===== config.mk =====
export PLATFORM = sky130hd
export DESIGN_NAME = next_pc_ctrl
export DESIGN_NICKNAME = d
export VERILOG_FILES = /design/src/rtl/pc_pkg.sv /design/src/rtl/jump_lut.sv /design/src/rtl/next_pc_ctrl.sv
export SDC_FILE = /design/constraint.sdc
export NUM_CORES = 1
export LEC_CHECK = 0
export ABC_CLOCK_PERIOD_IN_PS = 6620
export CORE_ASPECT_RATIO = 1.1
export CORE_MARGIN = 1.5
export CORE_UTILIZATION = 30
export DETAILED_ROUTE_END_ITERATION = 12
export GPL_TIMING_DRIVEN = 1
export SLEW_MARGIN = 20
export SYNTH_ARGS = -nofsm -noshare
export SYNTH_HDL_FRONTEND = slang
export SYNTH_SLANG_ARGS = --single-unit

===== constraint.sdc =====
create_clock -name clk -period 6.62 [get_ports clk]
set_input_delay 1.986 -clock clk [delete_from_list [all_inputs] [get_ports clk]]
set_output_delay 1.986 -clock clk [all_outputs]
set_load 0.1 [all_outputs]

===== src/rtl/pc_pkg.sv =====
// Shared types and program-specific constants for the next-PC sequencer.
// JUMP_TGT is edited per program; entry 3 must stay 12'h123.
package pc_pkg;

   localparam int PC_D = 12;
   localparam int PC_O = 8;
   localparam int PC_L = 4;

   typedef enum logic [1:0] {
      IDLE = 2'd0,
      RUN  = 2'd1,
      HALT = 2'd2
   } pc_state_t;

   localparam logic [PC_D-1:0] JUMP_TGT [2**PC_L] = '{
      12'h000, 12'h040, 12'h080, 12'h123,
      12'h200, 12'h2A5, 12'h3FF, 12'h400,
      12'h555, 12'h7FE, 12'h800, 12'h9AB,
      12'hABC, 12'hC00, 12'hDEF, 12'hFFF
   };

endpackage


===== src/rtl/jump_lut.sv =====
// Combinational ROM of absolute jump targets.
// The table contents come from pc_pkg::JUMP_TGT.
module jump_lut
   import pc_pkg::*;
#(
   parameter int D = PC_D,
   parameter int L = PC_L
) (
   input  logic [L-1:0] lut_idx,
   output logic [D-1:0] tgt
);

   assign tgt = D'(JUMP_TGT[lut_idx]);

endmodule


===== src/rtl/next_pc_ctrl.sv =====
// Next-PC sequencer: run-control FSM, RUN cycle counter and next-PC mux.
// It feeds the PC register's input; the PC itself adds the one-cycle latency.
//
// state | meaning
// IDLE  | waiting for start, PC held
// RUN   | program executing, cycle_ct counting
// HALT  | halt retired, done high, PC and cycle_ct frozen
module next_pc_ctrl
   import pc_pkg::*;
#(
   parameter int D = PC_D,
   parameter int O = PC_O,
   parameter int L = PC_L
) (
   input  logic         clk,
   input  logic         reset,
   input  logic         start,
   input  logic [D-1:0] start_addr,
   input  logic [D-1:0] pc_cur,
   input  logic         reljump_en,
   input  logic         absjump_en,
   input  logic [O-1:0] rel_offset,
   input  logic [L-1:0] lut_idx,
   input  logic         stall,
   input  logic         halt,
   output logic [D-1:0] pc_next,
   output logic         running,
   output logic         done,
   output logic [31:0]  cycle_ct
);

   pc_state_t    state;
   logic [D-1:0] lut_tgt;
   logic [D-1:0] rel_sum;
   logic [D-1:0] inc_sum;

   jump_lut #(.D(D), .L(L)) u_jump_lut (
      .lut_idx (lut_idx),
      .tgt     (lut_tgt)
   );

   // Both sums wrap modulo 2^D by truncation to D bits.
   assign rel_sum = pc_cur + {{(D-O){rel_offset[O-1]}}, rel_offset};
   assign inc_sum = pc_cur + D'(1);

   always_comb begin
      pc_next = pc_cur;
      if (reset) begin
         pc_next = '0;
      end else begin
         case (state)
            IDLE: if (start) pc_next = start_addr;
            RUN: begin
               if (halt || stall)   pc_next = pc_cur;
               else if (absjump_en) pc_next = lut_tgt;
               else if (reljump_en) pc_next = rel_sum;
               else                 pc_next = inc_sum;
            end
            HALT: if (start) pc_next = start_addr;
            default: pc_next = pc_cur;
         endcase
      end
   end

   assign running = (state == RUN);

   always_ff @(posedge clk) begin
      if (reset) begin
         state    <= IDLE;
         done     <= 1'b0;
         cycle_ct <= '0;
      end else begin
         case (state)
            IDLE: begin
               if (start) begin
                  state    <= RUN;
                  cycle_ct <= '0;
               end
            end
            RUN: begin
               // The halt cycle itself is counted; the counter saturates.
               if (cycle_ct != 32'hFFFF_FFFF) cycle_ct <= cycle_ct + 32'd1;
               if (halt) begin
                  state <= HALT;
                  done  <= 1'b1;
               end
            end
            HALT: begin
               if (start) begin
                  state    <= RUN;
                  done     <= 1'b0;
                  cycle_ct <= '0;
               end
            end
            default: begin
               state <= IDLE;
               done  <= 1'b0;
            end
         endcase
      end
   end

endmodule

# Yosys cells after proc, flatten, opt, wreduce, memory -nomap -nowiden
# Memory sizes are Yosys's and may differ from the RTL's.
# Index checks and enable logic that the tools add are counted.
[classes] shifts=0 muxes=17 addsub=3 n_eq_ne=7 mul=0 n_lt_le_gt_ge=1 div_mod_pow=0 bitwise=2 reduce_logical=7
[ops] op="$mux 12" n=7
[ops] op="$mux 32" n=2
[ops] op="$pmux 32 s2" n=1
[ops] op="$add 32x1->32 const B" n=1
[ops] op="$ne 32x32->1 const B" n=1
[ops] op="$pmux 12 s2" n=1
[ops] op="$add 12x1->12 const B" n=1
[ops] op="$add 12x12->12" n=1
[ops] op="$reduce_and 3->1" n=2
[ops] op="$ge 5x5->1 const B" n=1
[ops] op="$not 4->5" n=1
[ops] op="$mux 2" n=2
[ops] op="$ne 2x1->1 const B" n=2
[ops] op="$ne 2x2->1 const B" n=2
[ops] op="$pmux 2 s2" n=1
[ops] op="$pmux 1 s3" n=1
[ops] op="$eq 2x1->1 const B" n=1
[ops] op="$eq 2x2->1 const B" n=1
[ops] op="$logic_not 2->1" n=1
[ops] op="$mux 1" n=2
[ops] op="$reduce_and 2->1" n=1
[ops] op="$reduce_bool 2->1" n=1
[ops] op="$reduce_or 2->1" n=1
[ops] op="$logic_or 1x1->1" n=1
[ops] op="$not 1->1" n=1
[totals] ramBits=0 elab_cells=41 output_inout_bits=46 latch_bits=0 romBits=192 input_bits=43 n_memories=1 regBits=35
[memory_table] name="(name not given)" words=16 word_bits=12 rd=1 rd_ports_with_merged_regs=0 write_ports=0 line_no="jump_lut.sv:13" rtl="assign tgt = D'(JUMP_TGT[lut_idx]);"

# Depth between registers and ports, before layout
# Gate-level depths: netlist of the first run.
[depth] ltp_word=8 depth_mapped=9 depth_no_buf=9

# Hierarchy
# Synthesis of the first run repeated with hierarchy kept, for this count alone.
[hier_totals] cells_unflattened=382 hier_area_um2=2880.3
[modules_own_cells] module="next_pc_ctrl" instances=1 seq_area_each_um2=700.7 area_per_inst_um2=2541.2 cells_each=333
[modules_own_cells] module="jump_lut" instances=1 seq_area_each_um2=0.0 area_per_inst_um2=339.1 cells_each=49

# Worst setup path after synthesis of the first run
# Ideal clock, no wire load.
[synth_path] path_kind="in2out" start="in rel_offset[0]" end="out pc_next[4]" path_buffers=0 setup_slack_ns=-3.319 t_arrival_ns=7.953 path_stages=8 required_time_ns=4.634 path_cell_list="nand2b_1 -> ha_1 -> fa_1 -> a211oi_1 -> nor2_1 -> o21ai_0 -> nand2_1 -> a2111oi_0"
[synth_via] elab_chain_len=6
[synth_lines] item="start, declared" line_no="next_pc_ctrl.sv:22" rtl="input logic [O-1:0] rel_offset,"
[synth_lines] item="$add 12x12->12" line_no="next_pc_ctrl.sv:43" rtl="assign rel_sum = pc_cur + {{(D-O){rel_offset[O-1]}}, rel_offset};"
[synth_lines] item="$mux 12" line_no="next_pc_ctrl.sv:56" rtl="else if (reljump_en) pc_next = rel_sum;"
[synth_lines] item="$mux 12" line_no="next_pc_ctrl.sv:55" rtl="else if (absjump_en) pc_next = lut_tgt;"
[synth_lines] item="$mux 12" line_no="next_pc_ctrl.sv:54" rtl="if (halt || stall) pc_next = pc_cur;"
[synth_lines] item="$pmux 12 s2" line_no="next_pc_ctrl.sv:51" rtl="case (state)"
[synth_lines] item="$mux 12" line_no="next_pc_ctrl.sv:48" rtl="if (reset) begin"
[synth_lines] item="end, declared" line_no="next_pc_ctrl.sv:26" rtl="output logic [D-1:0] pc_next,"
# No other way between the ends.

# Final worst setup path of the first run
[layout_path] start="in reljump_en" end="out pc_next[6]"
[layout_via] elab_chain_len=5
[layout_lines] item="start, declared" line_no="next_pc_ctrl.sv:20" rtl="input logic reljump_en,"
[layout_lines] item="$mux 12" line_no="next_pc_ctrl.sv:56"
[layout_lines] item="$mux 12" line_no="next_pc_ctrl.sv:55"
[layout_lines] item="$mux 12" line_no="next_pc_ctrl.sv:54"
[layout_lines] item="$pmux 12 s2" line_no="next_pc_ctrl.sv:51"
[layout_lines] item="$mux 12" line_no="next_pc_ctrl.sv:48"
# No other way between the ends.

==> key figures, run 1 <==
Floorplan
  – Initial Util: a little under a third
  – Full die area: around 11000 sq um
  – Die width: 97.9 microns
  – Core box area: around 9500 sq um
  – FP Rows: 37
  – Die Y: about 110 microns
  – # IOs: 89

Setup path
  – Critical path type: input pin to primary output
  – Worst EP required: about 4600 ps
  – FF-to-FF setup slack: 4260 ps
  – Data arrival, critical path: between 4000 and 5000 ps
  – Worst-path maximum fanout: 6
  – Worst Reg2Reg Path Length in Cells: 7
  – Startpoint Class: input pin
  – Worst reg2reg startpoint: state[0]
  – Worst R2R End: cycle_ct[25]
  – Critical Path Sink Type: primary output

Synth
  – Mapped Nets: roughly 460
  – EDFF count, synth: 0
  – Seq cells post-synth: 35
  – Mapped Avg Cell Area: around 7.4 sq um
  – Number of distinct library cells after synthesis: 53
  – Synth Cell Area: 2970 sq um
  – Top_reg_cell synth: dfxtp_1
  – Ys Warns: 0
  – Sequential area share after synthesis: roughly a quarter
  – Cell count after synthesis: about 400
  – Ys async rst share: 0%

Worst hold path
  – Worst hold stages: 2
  – Min-delay src: done
  – Min-Delay Path Class: register to register
  – Hold Path Sink: done

GRT
  – Number of global-route vias before repair: 3201
  – GRT Total Usage: 18.3%
  – Initial antenna violation count: 0
  – First-pass GRT wire length: 15800 microns
  – Pin count of the biggest net entering global routing: 31
  – GRT overflow: 0

Drt
  – Vias per std cell: 5.34
  – Routed Wire Length: between 9000 and 10000 microns
  – DR DRC count: 0
  – 1st-pass router iterations: 4
  – Final ANT Viol Nets: 0
  – Post-DR wirelength/cell: between 15 and 20 microns
  – Initial drt markers: between 80 and 90
  – Via count: 3273

Place
  – HPWL Detailed: ~7400 microns
  – GP Congestion: 0.859
  – Pre-CTS setup slack: -71.2 ps
  – Buffers on Ports: between 80 and 90

Power and ir drop
  – Power density over the cells: around 150 nW/um^2
  – Leak: between 0.0015 and 0.002 uW
  – Maximum VDD drop: roughly 140 uV

Clock tree
  – CTS tree: done
  – Clock buffer depth: 2
  – Sink Count: 35
  – Root Driver: clkbuf_8
  – Num CTS Buffers: 5
  – Htree depth: 2
  – Clk_lat worst skew: about 290 ps
  – Hold-fix buffers at CTS: 0
  – Worst-path clk slew: roughly 70 ps

STA
  – Final max-slew violation count: 0
  – Final Skew: about 7.0 ps
  – Worst Max-Slew Pin Slew: around 990 ps
  – F_max: 154 MHz
  – Setup TNS: 0 ps
  – Final setup fails: 0
  – Hold slack: between 400 and 500 ps
  – Setup ws final: 112 ps
  – Tmin final: between 6000 and 7000 ps
  – Fin crit share: between 90% and 100%
  – Fin. Hold Viols: 0
  – Relative slew slack: about a third

Cells and area
  – Area occupied by multi-input gates: between 2000 and 2500 sq um
  – Most frequent cells in the layout: clkdlybuf4s50_1 (73), nor2_1 (57), dfxtp_1 (35)
  – FF/Latch Area: roughly 700 sq um
  – # fillers: around 950
  – N_diodes: 0
  – Layout cell share with drive strength beyond 1: between 10% and 20%
  – Area Growth Syn to Fin: 51.0%
  – Nets: about 560
  – Commonest non-fill, non-tap cell in the layout: clkdlybuf4s50_1

Run status
  – Outcome: finished, final reports clean

Job
  – MaxCap Viol Count: 0
kinds of logic after synthesis:
group           Yosys count  share of synthesized area, %
buf+inv                  33                          4.25
flops                    35                          23.6
xor+xnor                 28                          8.26
compound gates           82                          19.4
simple gates            203                          35.8
fa+ha+maj                17                          7.41
mux                       4                          1.35
worst max-delay path by stage:
stage	end	slack, ps	start
2_1_floorplan	pc_next[4]	-540	rel_offset[0]
3_3_place_gp	pc_next[8]	40	reljump_en
3_5_place_dp	pc_next[6]	-70	reljump_en
4_1_cts	pc_next[8]	50	rel_offset[0]
5_1_grt	pc_next[6]	-40	reljump_en
6_report	pc_next[6]	110	reljump_en
sequential cells by signal, summed over array words and instances (netlist names):
register	flops
cycle_ct	32
state	2
done	1
worst max-delay path, stage by stage:
cell,delay (ps)
dlygate4sd2_1,330
nand2b_4,80
ha_4,170
fa_2,370
a211oi_2,260
nor2_2,100
o311a_1,410
a211oi_2,180
a211oi_2,80
nor4_4,340
buf_12,220
Yosys cell counts, types with 3 or more instances:
cell / number / area [sq um]
o211ai_1: 4 / 30.0
or3_1: 7 / 43.8
o21ai_0: 16 / 80.1
xor2_1: 10 / 87.6
nor2b_1: 5 / 31.3
clkbuf_1: 19 / 71.3
o21bai_1: 3 / 22.5
inv_1: 11 / 41.3
a21oi_1: 18 / 90.1
nor4_1: 8 / 50.1
and3_1: 6 / 37.5
nor3_1: 23 / 115
mux2i_1: 4 / 40.0
nand4_1: 12 / 75.1
a221oi_1: 3 / 26.3
a211oi_1: 11 / 82.6
a31oi_1: 6 / 37.5
ha_1: 16 / 200
a21o_1: 3 / 22.5
and2_1: 10 / 62.6
nand2b_1: 7 / 43.8
nand3_1: 24 / 120
xnor2_1: 18 / 158
dfxtp_1: 35 / 701
nand2_1: 29 / 109
nor2_1: 58 / 218
or2_2: 3 / 18.8
repair_timing:
action	4_1_cts	5_1_grt
pin swaps	0	7
endpoints found under the setup margin	2	3
gates resized for setup	1	9
buffers inserted	0	2
layout make-up:
| cell class | instances | share of cell area (%) |
|---|---|---|
| multi-input combinational | 334 | 51.9 |
| inverter | 12 | 1.00 |
| clock buffer | 6 | 1.84 |
| clock inverter | 2 | 0.781 |
| tap | 117 | 3.26 |
| timing repair buffer | 107 | 25.6 |
| sequential | 35 | 15.6 |
through the flow:
step | total power [uW] | area [sq um] | std cells | utilization, %
2_1_floorplan | 369 | 3120 | 402 | -
3_3_place_gp | 462 | 4310 | 603 | 45.4
3_5_place_dp | 462 | 4310 | 603 | 45.4
4_1_cts | 665 | 4430 | 611 | 46.7
5_1_grt | 692 | 4490 | 613 | 47.3
6_report | 665 | 4490 | 613 | 47.3
per-layer routing:
layer | routed length [microns] | up-vias | track usage [%]
li1 | - | 1647 | -
met1 | 4120 | 1526 | 21.5
met2 | 5040 | 90 | 34.6
met3 | 490 | 10 | 2.92
met4 | 111 | 0 | 4.18
met5 | 0 | - | 0
where the power goes:
group          internal (uW)  switching [uW]
clock network            122            81.6
logic                   99.6             149
registers                212            1.65
total                    433             232
Note: power is estimated with default switching activity, not from simulation.
==> inputs of run 2 (changes only) <==
Settings changed: CAP_MARGIN set to 0.
==> results of run 2 <==
Same layout as run 1: the final DEF is identical, and so are final timing and power.
==> inputs of run 3 (changes only) <==
Settings changed: ABC_CLOCK_PERIOD_IN_PS 6620 to 7100.
Clock period 6.62 ns to 7.1 ns, I/O delays scaled along.
==> key figures, run 3 (synthesis results as in run 1) <==
GRT
  – GRT overflow: 0 (unchanged)
  – First-pass GRT wire length: 15200 microns (was 15800 microns)
  – Pin count of the biggest net entering global routing: 31 (unchanged)
  – Initial antenna violation count: 0 (unchanged)
  – GRT Total Usage: 17.5% (was 18.3%)
  – Number of global-route vias before repair: 3207 (was 3201)

Drt
  – Routed Wire Length: 9310 microns (was 9760 microns)
  – Vias per std cell: 5.36 (was 5.34)
  – Routed met1 length: 3990 microns (was 4120 microns)
  – Final ANT Viol Nets: 0 (unchanged)
  – Top Metal Used: met4 (unchanged)
  – WL met3: 615 microns (was 490 microns)
  – Post-DR wirelength/cell: 15.4 microns (was 15.9 microns)
  – 1st-pass router iterations: 4 (unchanged)
  – Initial drt markers: 59 (was 83)
  – Met2 routed wirelength: 4590 microns (was 5040 microns)
  – DR DRC count: 0 (unchanged)
  – Via count: 3248 (was 3273)

Power and ir drop
  – Power Internal: 353 uW (was 433 uW)
  – Clk pwr share: 24.6% (was 30.6%)
  – Leak: 0.00161 uW (was 0.00169 uW)
  – Sw frac: 36.4% (was 34.9%)
  – Maximum VDD drop: 166 uV (was 139 uV)
  – Combinational power share: 39.5% (was 37.3%)
  – Net Sw Power: 202 uW (was 232 uW)
  – Power density over the cells: 128 nW/um^2 (was 148 nW/um^2)
  – Seq pwr share: 35.9% (was 32.1%)

Setup path
  – CP most frequent cell: a211oi_1 (was a211oi_2)
  – Cell family with most CP delay: compound AO/OA/AOI/OAI gates (unchanged)
  – Worst reg2reg startpoint: state[0] (unchanged)
  – Critical Path Sink Type: primary output (unchanged)
  – Startpoint Class: input pin (unchanged)
  – Cell Chain, Critical Path: clkdlybuf4s50_1 -> nand2b_1 -> ha_1 -> fa_1 -> a211oi_1 -> nor2_1 -> o311a_1 -> a211oi_1 -> a211oi_1 -> nor4_4 -> buf_12 (was dlygate4sd2_1 -> nand2b_4 -> ha_4 -> fa_2 -> a211oi_2 -> nor2_2 -> o311a_1 -> a211oi_2 -> a211oi_2 -> nor4_4 -> buf_12)
  – CP peak stage delay: 400 ps (was 410 ps)
  – Data arrival, critical path: 4780 ps (was 4520 ps)
  – Slowest-stage cell, CP: fa_1 (was o311a_1)
  – Worst-path maximum fanout: 4 (was 6)
  – Critical Path Source: rel_offset[0] (was reljump_en)
  – Worst EP required: 4970 ps (was 4630 ps)
  – Number of buffers and inverters on the critical path: 2 (unchanged)
  – Critical path type: input pin to primary output (unchanged)

Clock tree
  – Sink Count: 35 (unchanged)
  – CTS tree: done (unchanged)
  – Num CTS Buffers: 5 (unchanged)
  – Root Driver: clkbuf_8 (unchanged)
  – Worst-path clk slew: 70 ps (about the same)
  – Hold-fix buffers at CTS: 0 (unchanged)
  – Clock buffer depth: 2 (unchanged)
  – Htree depth: 2 (unchanged)
  – Clk_lat worst skew: 280 ps (was 290 ps)

STA
  – F_max: roughly 140 MHz
  – RSZ-0062 raised after global routing: no
  – Relative slew slack: 33.0% (was 33.5%)
  – Fin. Hold Viols: 0 (unchanged)
  – Tmin final: between 6000 and 7000 ps
  – Final Skew: 4.13 ps (was 6.95 ps)
  – Final setup fails: 0 (unchanged)
  – Final max-slew violation count: 0 (unchanged)
  – Setup ws final: 188 ps (was 112 ps)
  – Fin crit share: between 90% and 100%
  – Worst Max-Slew Pin Slew: 1000 ps (was 994 ps)

Cells and area
  – Commonest non-fill, non-tap cell in the layout: clkdlybuf4s50_1 (unchanged)
  – Nets: 548 (was 555)
  – Top flop regs: cycle_ct: 32 flops, state: 2 flops, done: 1 flops (unchanged)
  – Layout cell share with drive strength beyond 1: 11.0% (was 13.9%)
  – Most frequent cells in the layout: clkdlybuf4s50_1 (75), nor2_1 (58), dfxtp_1 (35) (was clkdlybuf4s50_1 (73), nor2_1 (57), dfxtp_1 (35))
  – N_diodes: 0 (unchanged)
  – Largest Register: cycle_ct (unchanged)
  – Area Growth Syn to Fin: 45.6% (was 51.0%)
  – Post-layout util: 45.6% (was 47.3%)
  – Largest register FFs: 32 (unchanged)
  – Cell Count, Final, Fillers Out: 606 (was 613)

Floorplan
  – Core box area: 9490 sq um (unchanged)
  – Full die area: 10500 sq um (unchanged)
  – Die width: 97.9 microns (unchanged)
  – # IOs: 89 (unchanged)
  – Die Y: 107 microns (unchanged)
  – FP Rows: 37 (unchanged)
  – Initial Util: 31.3% (unchanged)

Job
  – MaxCap Viol Count: 0 (unchanged)

Place
  – GP Congestion: 0.924 (was 0.859)
  – Buffers on Ports: 88 (unchanged)
  – Placed Cells: 598 (was 603)
  – HPWL Detailed: 7190 microns (was 7420 microns)
  – Pre-CTS setup slack: 27.2 ps (was -71.2 ps)

Run status
  – Outcome: finished, final reports clean (unchanged)

Worst hold path
  – Min-Delay Path Class: register to register (unchanged)
  – Min-delay src: done (unchanged)
-- run 3: power groups by stage --
stage	combinational [uW]	clock, uW	sequential, uW
3_3_place_gp	218	0	204
5_1_grt	234	151	199
6_report	219	136	199
2_1_floorplan	131	0	210
3_5_place_dp	219	0	204
4_1_cts	221	142	199
-- run 3: path summary, 6_finish.rpt --
path                        to  slack (ps)  cells past startpoint
hold / removal            done         460                      2
setup reg to reg  cycle_ct[25]        4770                      7
hold reg to reg           done         460                      2
setup / recovery    pc_next[6]         190                     11
-- run 3: final cells by class --
type | count | area (sq um)
fillers | 953 | 5160
inverters | 12 | 45.0
well taps | 117 | 146
flip-flops and latches | 35 | 701
clock inverters | 1 | 5.00
clock buffers | 7 | 76.3
multi-input cells | 334 | 2260
repair buffers | 100 | 1090
-- run 3: repair_timing --
item	4_1_cts	5_1_grt
buffers inserted	0	0
setup endpoints to repair	0	5
resized for setup	0	2
-- run 3: layer usage --
| metal | vias up | track usage (%) |
|---|---|---|
| li1 | 1639 | - |
| met1 | 1503 | 20.7 |
| met2 | 97 | 32.5 |
| met3 | 9 | 3.05 |
| met4 | 0 | 4.59 |
| met5 | - | 0 |
-- run 3: through the flow --
stage / power (uW) / hold slack [ps] / cell area, sq um / TNS (ps)
global placement: 421 / 451 / 4240 / 0
floorplan: 341 / 449 / 3080 / -403
finish: 555 / 457 / 4330 / 0
CTS: 562 / 464 / 4320 / 0
global route: 585 / 476 / 4330 / 0
detailed placement: 423 / 454 / 4240 / 0
-- run 3: worst register-to-register path, stage by stage, from the launching register on --
cell	delay (ps)
dfxtp_1	410
nand2b_1	220
inv_1	300
o211ai_1	320
a2111oi_2	600
nand3_1	150
xor2_1	160
nor2_1	50
